**src/rtl/instruction_decode_stage_if.sv**
```systemverilog
// Bundle of fetch, register-file, write-back and execute-side signals around the decode stage.
// Latency: none (wires only).
// Backpressure: carries if_valid/if_ready towards fetch and ex_valid/ex_ready towards execute.
interface instruction_decode_stage_if;
    logic        flush;
    logic        if_valid;
    logic        if_ready;
    logic [31:0] if_instr;
    logic [31:0] if_pc;
    logic [4:0]  rf_read_reg1;
    logic [4:0]  rf_read_reg2;
    logic [31:0] rf_read_data1;
    logic [31:0] rf_read_data2;
    logic        wb_write_enable;
    logic [4:0]  wb_write_reg;
    logic [31:0] wb_write_data;
    logic        ex_valid;
    logic        ex_ready;
    logic [31:0] ex_pc;
    logic [31:0] ex_rs1_data;
    logic [31:0] ex_rs2_data;
    logic [31:0] ex_imm;
    logic [4:0]  ex_rd;
    logic [6:0]  ex_opcode;
    logic [2:0]  ex_funct3;
    logic        ex_funct7_b5;
    logic        ex_rd_write;
    logic        ex_is_load;
    logic        ex_illegal;

    // Decode stage side: drives fetch ready, register-file addresses and the ID/EX outputs.
    modport master (
        input  flush, if_valid, if_instr, if_pc,
        input  rf_read_data1, rf_read_data2,
        input  wb_write_enable, wb_write_reg, wb_write_data,
        input  ex_ready,
        output if_ready, rf_read_reg1, rf_read_reg2,
        output ex_valid, ex_pc, ex_rs1_data, ex_rs2_data, ex_imm,
        output ex_rd, ex_opcode, ex_funct3, ex_funct7_b5,
        output ex_rd_write, ex_is_load, ex_illegal
    );

    // Surrounding pipeline side: fetch, register file, write-back and execute.
    modport slave (
        output flush, if_valid, if_instr, if_pc,
        output rf_read_data1, rf_read_data2,
        output wb_write_enable, wb_write_reg, wb_write_data,
        output ex_ready,
        input  if_ready, rf_read_reg1, rf_read_reg2,
        input  ex_valid, ex_pc, ex_rs1_data, ex_rs2_data, ex_imm,
        input  ex_rd, ex_opcode, ex_funct3, ex_funct7_b5,
        input  ex_rd_write, ex_is_load, ex_illegal
    );
endinterface

```
**src/rtl/instruction_decode_stage.sv**
```systemverilog
// RV32I decode: field/immediate decode, write-back bypass, load-use bubble, ID/EX register.
// Latency: 1 cycle from acceptance (if_valid && if_ready) to ex_* outputs.
// Backpressure: if_ready drops while ID/EX is held (ex_ready=0) or during a load-use bubble; flush always accepts and drops.
module instruction_decode_stage (
    input  logic pll_1_200MHz,
    input  logic reset,
    instruction_decode_stage_if.master dec_if
);
    localparam logic [6:0] OPC_LOAD   = 7'b0000011;
    localparam logic [6:0] OPC_OPIMM  = 7'b0010011;
    localparam logic [6:0] OPC_JALR   = 7'b1100111;
    localparam logic [6:0] OPC_SYSTEM = 7'b1110011;
    localparam logic [6:0] OPC_FENCE  = 7'b0001111;
    localparam logic [6:0] OPC_STORE  = 7'b0100011;
    localparam logic [6:0] OPC_BRANCH = 7'b1100011;
    localparam logic [6:0] OPC_LUI    = 7'b0110111;
    localparam logic [6:0] OPC_AUIPC  = 7'b0010111;
    localparam logic [6:0] OPC_JAL    = 7'b1101111;
    localparam logic [6:0] OPC_OP     = 7'b0110011;

    typedef struct packed {
        logic        valid;
        logic [31:0] pc;
        logic [31:0] rs1_data;
        logic [31:0] rs2_data;
        logic [31:0] imm;
        logic [4:0]  rd;
        logic [6:0]  opcode;
        logic [2:0]  funct3;
        logic        funct7_b5;
        logic        rd_write;
        logic        is_load;
        logic        illegal;
    } idex_t;

    idex_t       r_idex;
    idex_t       w_dec;
    logic [31:0] w_instr;
    logic [4:0]  w_rs1;
    logic [4:0]  w_rs2;
    logic [4:0]  w_rd;
    logic [6:0]  w_opcode;
    logic [31:0] w_imm_i;
    logic [31:0] w_imm_s;
    logic [31:0] w_imm_b;
    logic [31:0] w_imm_u;
    logic [31:0] w_imm_j;
    logic [31:0] w_imm;
    logic        w_legal;
    logic        w_writes_rd;
    logic        w_is_load;
    logic        w_uses_rs1;
    logic        w_uses_rs2;
    logic [31:0] w_rs1_data;
    logic [31:0] w_rs2_data;
    logic        w_hazard;
    logic        w_advance;

    assign w_instr  = dec_if.if_instr;
    assign w_rs1    = w_instr[19:15];
    assign w_rs2    = w_instr[24:20];
    assign w_rd     = w_instr[11:7];
    assign w_opcode = w_instr[6:0];

    assign dec_if.rf_read_reg1 = w_rs1;
    assign dec_if.rf_read_reg2 = w_rs2;

    assign w_imm_i = {{20{w_instr[31]}}, w_instr[31:20]};
    assign w_imm_s = {{20{w_instr[31]}}, w_instr[31:25], w_instr[11:7]};
    assign w_imm_b = {{19{w_instr[31]}}, w_instr[31], w_instr[7], w_instr[30:25], w_instr[11:8], 1'b0};
    assign w_imm_u = {w_instr[31:12], 12'b0};
    assign w_imm_j = {{11{w_instr[31]}}, w_instr[31], w_instr[19:12], w_instr[20], w_instr[30:21], 1'b0};

    // Classify the opcode: immediate format, register usage and control flags.
    always_comb begin
        w_imm       = '0;
        w_legal     = 1'b1;
        w_writes_rd = 1'b0;
        w_is_load   = 1'b0;
        w_uses_rs1  = 1'b0;
        w_uses_rs2  = 1'b0;
        case (w_opcode)
            OPC_LOAD: begin
                w_imm       = w_imm_i;
                w_writes_rd = 1'b1;
                w_is_load   = 1'b1;
                w_uses_rs1  = 1'b1;
            end
            OPC_OPIMM, OPC_JALR: begin
                w_imm       = w_imm_i;
                w_writes_rd = 1'b1;
                w_uses_rs1  = 1'b1;
            end
            OPC_SYSTEM, OPC_FENCE: begin
                w_imm = w_imm_i;
            end
            OPC_STORE: begin
                w_imm      = w_imm_s;
                w_uses_rs1 = 1'b1;
                w_uses_rs2 = 1'b1;
            end
            OPC_BRANCH: begin
                w_imm      = w_imm_b;
                w_uses_rs1 = 1'b1;
                w_uses_rs2 = 1'b1;
            end
            OPC_LUI, OPC_AUIPC: begin
                w_imm       = w_imm_u;
                w_writes_rd = 1'b1;
            end
            OPC_JAL: begin
                w_imm       = w_imm_j;
                w_writes_rd = 1'b1;
            end
            OPC_OP: begin
                w_writes_rd = 1'b1;
                w_uses_rs1  = 1'b1;
                w_uses_rs2  = 1'b1;
            end
            default: begin
                w_legal = 1'b0;
            end
        endcase
    end

    // x0 reads as zero; a write-back landing on this edge overrides the stale register-file value.
    assign w_rs1_data = (w_rs1 == 5'd0) ? 32'd0 :
                        (dec_if.wb_write_enable && (dec_if.wb_write_reg == w_rs1)) ? dec_if.wb_write_data :
                        dec_if.rf_read_data1;
    assign w_rs2_data = (w_rs2 == 5'd0) ? 32'd0 :
                        (dec_if.wb_write_enable && (dec_if.wb_write_reg == w_rs2)) ? dec_if.wb_write_data :
                        dec_if.rf_read_data2;

    // A load in ID/EX cannot feed a dependent instruction in the same cycle; hold it at fetch one cycle.
    assign w_hazard  = dec_if.if_valid && r_idex.valid && r_idex.is_load && (r_idex.rd != 5'd0) &&
                       ((w_uses_rs1 && (w_rs1 == r_idex.rd)) || (w_uses_rs2 && (w_rs2 == r_idex.rd)));
    assign w_advance = !r_idex.valid || dec_if.ex_ready;

    assign dec_if.if_ready = dec_if.flush || (w_advance && !w_hazard);

    // Assemble the ID/EX record for the instruction currently offered by fetch.
    always_comb begin
        w_dec           = '0;
        w_dec.valid     = 1'b1;
        w_dec.pc        = dec_if.if_pc;
        w_dec.rs1_data  = w_rs1_data;
        w_dec.rs2_data  = w_rs2_data;
        w_dec.imm       = w_imm;
        w_dec.rd        = w_rd;
        w_dec.opcode    = w_opcode;
        w_dec.funct3    = w_instr[14:12];
        w_dec.funct7_b5 = w_instr[30];
        w_dec.rd_write  = w_writes_rd && (w_rd != 5'd0);
        w_dec.is_load   = w_is_load;
        w_dec.illegal   = !w_legal;
    end

    // ID/EX register: reset > flush > bubble > load > drain > hold.
    always_ff @(posedge pll_1_200MHz) begin
        if (reset) begin
            r_idex <= '0;
        end else if (dec_if.flush) begin
            r_idex.valid <= 1'b0;
        end else if (w_advance) begin
            if (w_hazard || !dec_if.if_valid) begin
                r_idex.valid <= 1'b0;
            end else begin
                r_idex <= w_dec;
            end
        end
    end

    assign dec_if.ex_valid     = r_idex.valid;
    assign dec_if.ex_pc        = r_idex.pc;
    assign dec_if.ex_rs1_data  = r_idex.rs1_data;
    assign dec_if.ex_rs2_data  = r_idex.rs2_data;
    assign dec_if.ex_imm       = r_idex.imm;
    assign dec_if.ex_rd        = r_idex.rd;
    assign dec_if.ex_opcode    = r_idex.opcode;
    assign dec_if.ex_funct3    = r_idex.funct3;
    assign dec_if.ex_funct7_b5 = r_idex.funct7_b5;
    assign dec_if.ex_rd_write  = r_idex.rd_write;
    assign dec_if.ex_is_load   = r_idex.is_load;
    assign dec_if.ex_illegal   = r_idex.illegal;
endmodule

```
**src/flat_wrapper.sv**
```systemverilog
// flat-port wrapper written by rule: the top's interface ports become plain ports
module instruction_decode_stage_flat 
  (pll_1_200MHz, reset, dec_if_flush, dec_if_if_valid, dec_if_if_instr, dec_if_if_pc, dec_if_rf_read_data1, dec_if_rf_read_data2, dec_if_wb_write_enable, dec_if_wb_write_reg, dec_if_wb_write_data, dec_if_ex_ready, dec_if_if_ready, dec_if_rf_read_reg1, dec_if_rf_read_reg2, dec_if_ex_valid, dec_if_ex_pc, dec_if_ex_rs1_data, dec_if_ex_rs2_data, dec_if_ex_imm, dec_if_ex_rd, dec_if_ex_opcode, dec_if_ex_funct3, dec_if_ex_funct7_b5, dec_if_ex_rd_write, dec_if_ex_is_load, dec_if_ex_illegal);
  instruction_decode_stage_if dec_if_i ();
  input  logic pll_1_200MHz;
  input  logic reset;
  input wire logic [$bits(dec_if_i.flush)-1:0] dec_if_flush;
  input wire logic [$bits(dec_if_i.if_valid)-1:0] dec_if_if_valid;
  input wire logic [$bits(dec_if_i.if_instr)-1:0] dec_if_if_instr;
  input wire logic [$bits(dec_if_i.if_pc)-1:0] dec_if_if_pc;
  input wire logic [$bits(dec_if_i.rf_read_data1)-1:0] dec_if_rf_read_data1;
  input wire logic [$bits(dec_if_i.rf_read_data2)-1:0] dec_if_rf_read_data2;
  input wire logic [$bits(dec_if_i.wb_write_enable)-1:0] dec_if_wb_write_enable;
  input wire logic [$bits(dec_if_i.wb_write_reg)-1:0] dec_if_wb_write_reg;
  input wire logic [$bits(dec_if_i.wb_write_data)-1:0] dec_if_wb_write_data;
  input wire logic [$bits(dec_if_i.ex_ready)-1:0] dec_if_ex_ready;
  output wire logic [$bits(dec_if_i.if_ready)-1:0] dec_if_if_ready;
  output wire logic [$bits(dec_if_i.rf_read_reg1)-1:0] dec_if_rf_read_reg1;
  output wire logic [$bits(dec_if_i.rf_read_reg2)-1:0] dec_if_rf_read_reg2;
  output wire logic [$bits(dec_if_i.ex_valid)-1:0] dec_if_ex_valid;
  output wire logic [$bits(dec_if_i.ex_pc)-1:0] dec_if_ex_pc;
  output wire logic [$bits(dec_if_i.ex_rs1_data)-1:0] dec_if_ex_rs1_data;
  output wire logic [$bits(dec_if_i.ex_rs2_data)-1:0] dec_if_ex_rs2_data;
  output wire logic [$bits(dec_if_i.ex_imm)-1:0] dec_if_ex_imm;
  output wire logic [$bits(dec_if_i.ex_rd)-1:0] dec_if_ex_rd;
  output wire logic [$bits(dec_if_i.ex_opcode)-1:0] dec_if_ex_opcode;
  output wire logic [$bits(dec_if_i.ex_funct3)-1:0] dec_if_ex_funct3;
  output wire logic [$bits(dec_if_i.ex_funct7_b5)-1:0] dec_if_ex_funct7_b5;
  output wire logic [$bits(dec_if_i.ex_rd_write)-1:0] dec_if_ex_rd_write;
  output wire logic [$bits(dec_if_i.ex_is_load)-1:0] dec_if_ex_is_load;
  output wire logic [$bits(dec_if_i.ex_illegal)-1:0] dec_if_ex_illegal;
  assign dec_if_i.flush = dec_if_flush;
  assign dec_if_i.if_valid = dec_if_if_valid;
  assign dec_if_i.if_instr = dec_if_if_instr;
  assign dec_if_i.if_pc = dec_if_if_pc;
  assign dec_if_i.rf_read_data1 = dec_if_rf_read_data1;
  assign dec_if_i.rf_read_data2 = dec_if_rf_read_data2;
  assign dec_if_i.wb_write_enable = dec_if_wb_write_enable;
  assign dec_if_i.wb_write_reg = dec_if_wb_write_reg;
  assign dec_if_i.wb_write_data = dec_if_wb_write_data;
  assign dec_if_i.ex_ready = dec_if_ex_ready;
  assign dec_if_if_ready = dec_if_i.if_ready;
  assign dec_if_rf_read_reg1 = dec_if_i.rf_read_reg1;
  assign dec_if_rf_read_reg2 = dec_if_i.rf_read_reg2;
  assign dec_if_ex_valid = dec_if_i.ex_valid;
  assign dec_if_ex_pc = dec_if_i.ex_pc;
  assign dec_if_ex_rs1_data = dec_if_i.ex_rs1_data;
  assign dec_if_ex_rs2_data = dec_if_i.ex_rs2_data;
  assign dec_if_ex_imm = dec_if_i.ex_imm;
  assign dec_if_ex_rd = dec_if_i.ex_rd;
  assign dec_if_ex_opcode = dec_if_i.ex_opcode;
  assign dec_if_ex_funct3 = dec_if_i.ex_funct3;
  assign dec_if_ex_funct7_b5 = dec_if_i.ex_funct7_b5;
  assign dec_if_ex_rd_write = dec_if_i.ex_rd_write;
  assign dec_if_ex_is_load = dec_if_i.ex_is_load;
  assign dec_if_ex_illegal = dec_if_i.ex_illegal;
  instruction_decode_stage u_core (.pll_1_200MHz(pll_1_200MHz), .reset(reset), .dec_if(dec_if_i));
endmodule
```
**config.mk**
```make
export PLATFORM = sky130hd
export DESIGN_NAME = instruction_decode_stage_flat
export DESIGN_NICKNAME = d
export VERILOG_FILES = /design/src/rtl/instruction_decode_stage_if.sv /design/src/rtl/instruction_decode_stage.sv /design/src/flat_wrapper.sv
export SDC_FILE = /design/constraint.sdc
export NUM_CORES = 1
export LEC_CHECK = 0
export CORE_ASPECT_RATIO = 0.6
export CORE_MARGIN = 10
export CORE_UTILIZATION = 38
export DETAILED_ROUTE_END_ITERATION = 8
export HOLD_SLACK_MARGIN = 0.02
export PLACE_DENSITY = 0.78
export SLEW_MARGIN = 10
export SYNTH_ARGS = -nofsm -noshare
export SYNTH_HDL_FRONTEND = slang
export SYNTH_SLANG_ARGS = --single-unit
```
**constraint.sdc**
```tcl
create_clock -name pll_1_200MHz -period 1.8 [get_ports pll_1_200MHz]
set_input_delay 0.18 -clock pll_1_200MHz [delete_from_list [all_inputs] [get_ports pll_1_200MHz]]
set_output_delay 0.18 -clock pll_1_200MHz [all_outputs]
set_load 0.1 [all_outputs]
```
# ---- Yosys cells after proc, flatten, opt, wreduce, memory -nomap -nowiden
# Index checks and enable logic that the tools add are counted.
dict set report classes {
  addsub 0
  n_mul 0
  div_mod_pow 0
  n_lt_le_gt_ge 0
  eq_ne 15
  shift 0
  muxes 11
  bitwise_logic 2
  n_reduce_logical 30
}
# cell n
set op_table {}
lappend op_table {{32-bit case mux with 5 select lines} 1}
lappend op_table {{32-bit 2-to-1 mux} 4}
lappend op_table {{7-bit equality test, second input constant} 4}
lappend op_table {{7-bit by 6-bit equality test with 1-bit output, second input constant} 3}
lappend op_table {{5-bit equality test} 4}
lappend op_table {{7-bit by 5-bit equality test with 1-bit output, second input constant} 2}
lappend op_table {{11-bit OR reduction} 1}
lappend op_table {{1-bit logical AND} 10}
lappend op_table {{5-bit logical NOT} 2}
lappend op_table {{5-bit nonzero test} 2}
lappend op_table {{7-bit by 2-bit equality test with 1-bit output, second input constant} 1}
lappend op_table {{7-bit by 4-bit equality test with 1-bit output, second input constant} 1}
lappend op_table {{7-bit OR reduction} 1}
lappend op_table {{1-bit 2-to-1 mux} 6}
lappend op_table {{6-bit OR reduction} 1}
lappend op_table {{5-bit OR reduction} 1}
lappend op_table {{1-bit logical NOT} 4}
lappend op_table {{1-bit logical OR} 4}
lappend op_table {{2-bit OR reduction} 2}
lappend op_table {{3-bit AND reduction} 1}
lappend op_table {{3-bit OR reduction} 1}
lappend op_table {{1-bit inverter} 2}
dict set report totals {
  ff_bits 148
  latchBits 0
  mem_bits_rw 0
  mem_bits_ro 0
  input_bits 171
  out_inout_bits 159
  elab_cells 70
  n_memories 0
}

# ---- Longest topological paths before layout
dict set report logic_depth {
  word_depth 9
  ltp_mapped 10
  depth_no_buf 6
}

# ---- Worst setup path after synthesis
# No wires, ideal clock.
dict set report synth_path {
  kind {register -> output}
  start {register u_core.r_idex, in the netlist u_core.dec_if.ex_rd[4]}
  end {output port dec_if_if_ready}
  arrival_ns 2.695
  required_time_ns 1.620
  setup_slack_ns -1.075
  stages_incl_launch_ff 9
  path_buffers 2
  cell_sequence {dfxtp_1 > xor2_1 > a2111oi_2 > nand4_1 > a21oi_2 > buf_6 > buf_2 > nand2_1 > a21o_1}
}
dict set report synth_between {
  elab_chain_len 7
  word_cells_on_any_way 11
  cone_classes {eq/ne (2); reduce/logical (9)}
}
# element line_no
set synth_rtl {}
lappend synth_rtl {{start: declaration} instruction_decode_stage.sv:36} ;# idex_t r_idex;
lappend synth_rtl {{start signal: assignment} instruction_decode_stage.sv:168} ;# r_idex <= w_dec;
lappend synth_rtl {{5-bit equality test} instruction_decode_stage.sv:136} ;# ((w_uses_rs1 && (w_rs1 == r_idex.rd)) || (w_uses_rs2 && (w_rs2 == r_idex.rd)));
lappend synth_rtl {{1-bit logical AND} instruction_decode_stage.sv:136}
lappend synth_rtl {{1-bit logical OR} instruction_decode_stage.sv:136}
lappend synth_rtl {{1-bit logical AND *} instruction_decode_stage.sv:135} ;# assign w_hazard = dec_if.if_valid && r_idex.valid && r_idex.is_load && (r_idex.rd != 5'd0) &&
lappend synth_rtl {{1-bit logical NOT *} instruction_decode_stage.sv:139} ;# assign dec_if.if_ready = dec_if.flush || (w_advance && !w_hazard);
lappend synth_rtl {{1-bit logical AND *} instruction_decode_stage.sv:139}
lappend synth_rtl {{1-bit logical OR *} instruction_decode_stage.sv:139}
lappend synth_rtl {{end: declaration} flat_wrapper.sv:17} ;# output wire logic [$bits(dec_if_i.if_ready)-1:0] dec_if_if_ready;
# Every way passes the cells marked *; elsewhere a longest branch is shown, timed or not.

# ---- Worst setup path in the final report
dict set report layout_path {
  start {register u_core.r_idex, in the netlist u_core.dec_if.ex_rd[2]}
  end {register u_core.r_idex, in the netlist u_core.dec_if.ex_rs2_data[22]}
}
dict set report layout_between {
  elab_chain_len 7
  word_cells_on_any_way 11
  cone_classes {eq/ne (2); bitwise (1); reduce/logical (8)}
}
# element line_no
set layout_rtl {}
lappend layout_rtl {{5-bit equality test} instruction_decode_stage.sv:136}
lappend layout_rtl {{1-bit logical AND} instruction_decode_stage.sv:136}
lappend layout_rtl {{1-bit logical OR} instruction_decode_stage.sv:136}
lappend layout_rtl {{1-bit logical AND *} instruction_decode_stage.sv:135}
lappend layout_rtl {{1-bit logical OR *} instruction_decode_stage.sv:165} ;# if (w_hazard || !dec_if.if_valid) begin
lappend layout_rtl {{1-bit inverter (no source line) *} n/a}
lappend layout_rtl {{3-bit AND reduction (no source line) *} n/a}
# Marks and branches as above.
# A chain may end at the register's enable or synchronous reset.

==> flow_metrics.py <==
metrics = {
    "placed_design": {
        "gp_congestion": 0.948,
        "io_buffers": 329,
        "hpwl_microns": 22600,
    },
    "synthesis": {
        "synth_area_leaders": "dfxtp_1, mux2i_1, a31o_2, a21oi_1, nor4_1",
        "synth_cell_types": 55,
        "synth_top_area_share": 0.413,
        "postSynthCellCount": 794,
        "async_reset_ff_frac": 0,
        "ys.flop_type": "dfxtp_1",
        "synth-seq-cells": 148,
        "yosys_warnings": 0,
        "syn-num-nets": 965,
        "syn_area_per_cell_sq_um": 9.03,
        "yosysMostFrequentCell": "dfxtp_1",
        "synth_largest_area_cell": "dfxtp_1",
        "synth_edf_count": 0,
        "synth.yosys.seq_area_share": 0.413,
        "syn-cell-area_sq_mm": 0.00717,
        "synthTopCellsByCount": "dfxtp_1, a21oi_1, nor4_1, a31o_2, mux2i_1",
    },
    "routing": {
        "via_per_inst": 5.83,
        "wl_microns": 37700,
        "num_vias": 8466,
        "antenna_left": 0,
        "drc": 0,
        "dr.pass1.iters": 5,
        "drt_iter0_markers": 541,
        "wl_per_cell_microns": 26.0,
    },
    "timing": {
        "skew_ns": 0.00791,
        "finalHoldViolations": 0,
        "drv_slew": 0,
        "tightest_slew_ns": 0.792,
        "finalSetupViolations": 149,
        "min_period_over_period": 1.42,
        "fmax_ghz": 0.393,
        "min_period_ns": 2.55,
        "rsz0062_at_grt": "yes",
        "max-slew-margin-rel": 0.472,
        "setup_ws_ns": -0.748,
    },
    "clock_tree": {
        "cts-hold-fix-buffers": 0,
        "cts_max_level": 4,
        "cts_sinks": 148,
        "tritoncts": "done",
        "cts_buffers": 17,
        "insertion_delay_ns": 0.42,
        "cts_root_buffer": "clkbuf_16",
        "cts_buffer_depth": 2,
        "cts.clk_slew.worst_paths_ns": 0.07,
    },
    "run_status": {
        "violations": "setup timing",
        "status": "finished, violations left",
    },
    "layout": {
        "nets": 1365,
        "multi_input_area_sq_mm": 0.00580,
        "fill_cells": 1073,
        "finish.utilization": 0.806,
        "drive_gt1_frac": 0.522,
        "area_growth_pct": 106,
        "regArea_sq_mm": 0.00298,
    },
    "global_routing": {
        "grt_max_degree": 59,
        "track_usage": 0.269,
        "grt_pass1_wl_microns": 52900,
        "antenna_found_initial": 4,
        "grt_pass1_vias": 8649,
        "grt_overflow": 0,
    },
    "pwr": {
        "p_leak_uw": 0.00539,
        "power_density_mw_per_mm2": 710,
        "ir_drop_mv": 0.658,
        "total_power_uw": 10500,
    },
    "worst_setup_path": {
        "criticalPathCategory": "flip-flop to flip-flop",
        "cp.arrival_ns": 2.91,
        "critPathRequiredTime_ns": 2.16,
        "crit_path_max_fanout": 7,
        "worstSetupEndpointType": "flip-flop",
        "startpoint_type": "flip-flop",
    },
    "job": {
        "drv_cap": 0,
    },
    "floorplanning": {
        "io_pins": 330,
        "rows": 38,
        "start_util": 0.392,
        "die_y_microns": 126,
        "core_area_sq_mm": 0.0183,
        "die-area_sq_mm": 0.0249,
        "die_w_microns": 197,
    },
    "hold_path": {
        "hp-class": "primary input to flip-flop",
    },
}
report_power, final:
group,total (uW),internal (uW),switching [uW]
Sequential,3560,3440,127
Clock,3510,2010,1500
Combinational,3400,1170,2230
Total,10500,6620,3850
flip-flops by register name, summed over array words and instances (netlist names), 3 cells and up:
signal	count
u_core.dec_if.ex_imm	32
u_core.dec_if.ex_rs1_data	32
u_core.dec_if.ex_rd	5
u_core.dec_if.ex_pc	32
u_core.dec_if.ex_funct3	3
u_core.dec_if.ex_rs2_data	32
u_core.dec_if.ex_opcode	7
cells by family (layout without fill, tap and decap cells):
kind of cell              Yosys count  in the layout  synth area share
xor gates and xnor gates           20             20            0.0244
AOI/OAI and AO/OA                 275            275             0.251
and+or+nand+nor                   181            182             0.150
other                               0              4                 0
DFF                               148            148             0.413
buffers and inverters             106            518            0.0727
muxes                              64             64            0.0893
layout make-up:
cell class	count	area share
timing repair buffer	484	0.344
sequential	148	0.202
inverter	2	0.000509
clock buffer	20	0.0317
tap	240	0.0204
clock inverter	12	0.00704
antenna	4	0.000679
multi-input combinational	541	0.393
per-stage QoR:
stage | setup TNS [ns] | cell area (sq um) | std cells | hold WS (ns) | setup WS, ns
after floorplan | -37.50 | 7340 | 794 | 0.251 | -0.316
after global placement | -87.91 | 11100 | 1361 | 0.451 | -0.663
after detailed placement | -93.40 | 11100 | 1361 | 0.456 | -0.702
after CTS | -66.51 | 13700 | 1442 | 0.153 | -0.628
after global routing | -87.23 | 14700 | 1451 | 0.183 | -0.788
final | -72.59 | 14700 | 1451 | 0.193 | -0.748
metal layers:
| layer | up-vias | routed length (microns) | GRT usage |
|---|---|---|---|
| met2 | 353 | 18000 | 0.422 |
| met5 | - | 0 | 0 |
| met3 | 35 | 3630 | 0.106 |
| li1 | 3869 | - | - |
| met1 | 4209 | 15500 | 0.335 |
| met4 | 0 | 580 | 0.0756 |
worst paths after layout:
| path | endpoint | slack, ns | start | cells after the start |
|---|---|---|---|---|
| setup / recovery | u_core.dec_if.ex_rs2_data[22] | -0.75 | u_core.dec_if.ex_rd[2] | 11 |
| hold / removal | u_core.dec_if.ex_pc[21] | 0.19 | reset | 2 |
| setup reg to reg | u_core.dec_if.ex_rs2_data[22] | -0.75 | u_core.dec_if.ex_rd[2] | 11 |
| hold reg to reg | u_core.dec_if.ex_imm[10] | 0.47 | u_core.dec_if.ex_imm[10] | 2 |
worst max-delay path, cell delays in order, from the launching register on:
cell	delay, ns
dfxtp_4	0.36
buf_6	0.12
or4_4	0.49
o211ai_4	0.25
a21oi_4	0.06
buf_4	0.15
buf_6	0.13
buf_12	0.14
buf_12	0.13
buf_16	0.14
nor4_2	0.37
a31o_4	0.16
layout by cell type (no fill, tap or decap), types with 12 or more instances in the layout:
cell / count
nand3_2: 26
a31o_4: 47
nor4_2: 12
xor2_1: 15
nand3_4: 21
buf_4: 235
a21oi_4: 20
o21ai_1: 17
dfxtp_1: 141
clkbuf_16: 19
clkdlybuf4s50_1: 169
o21ai_0: 40
nor4_4: 44
buf_16: 16
a21oi_1: 43
a21oi_2: 38
buf_12: 47
mux2i_1: 64
a31o_2: 19
a211oi_2: 24
repair_timing:
action                                  CTS  global route
endpoints found under the setup margin  149           149
gates cloned                             23             2
endpoints found under the hold margin     0             0
resized for setup                       209           185
pin swaps                               109            36
setup buffers                            26            15
(Power assumes the default switching activity.)
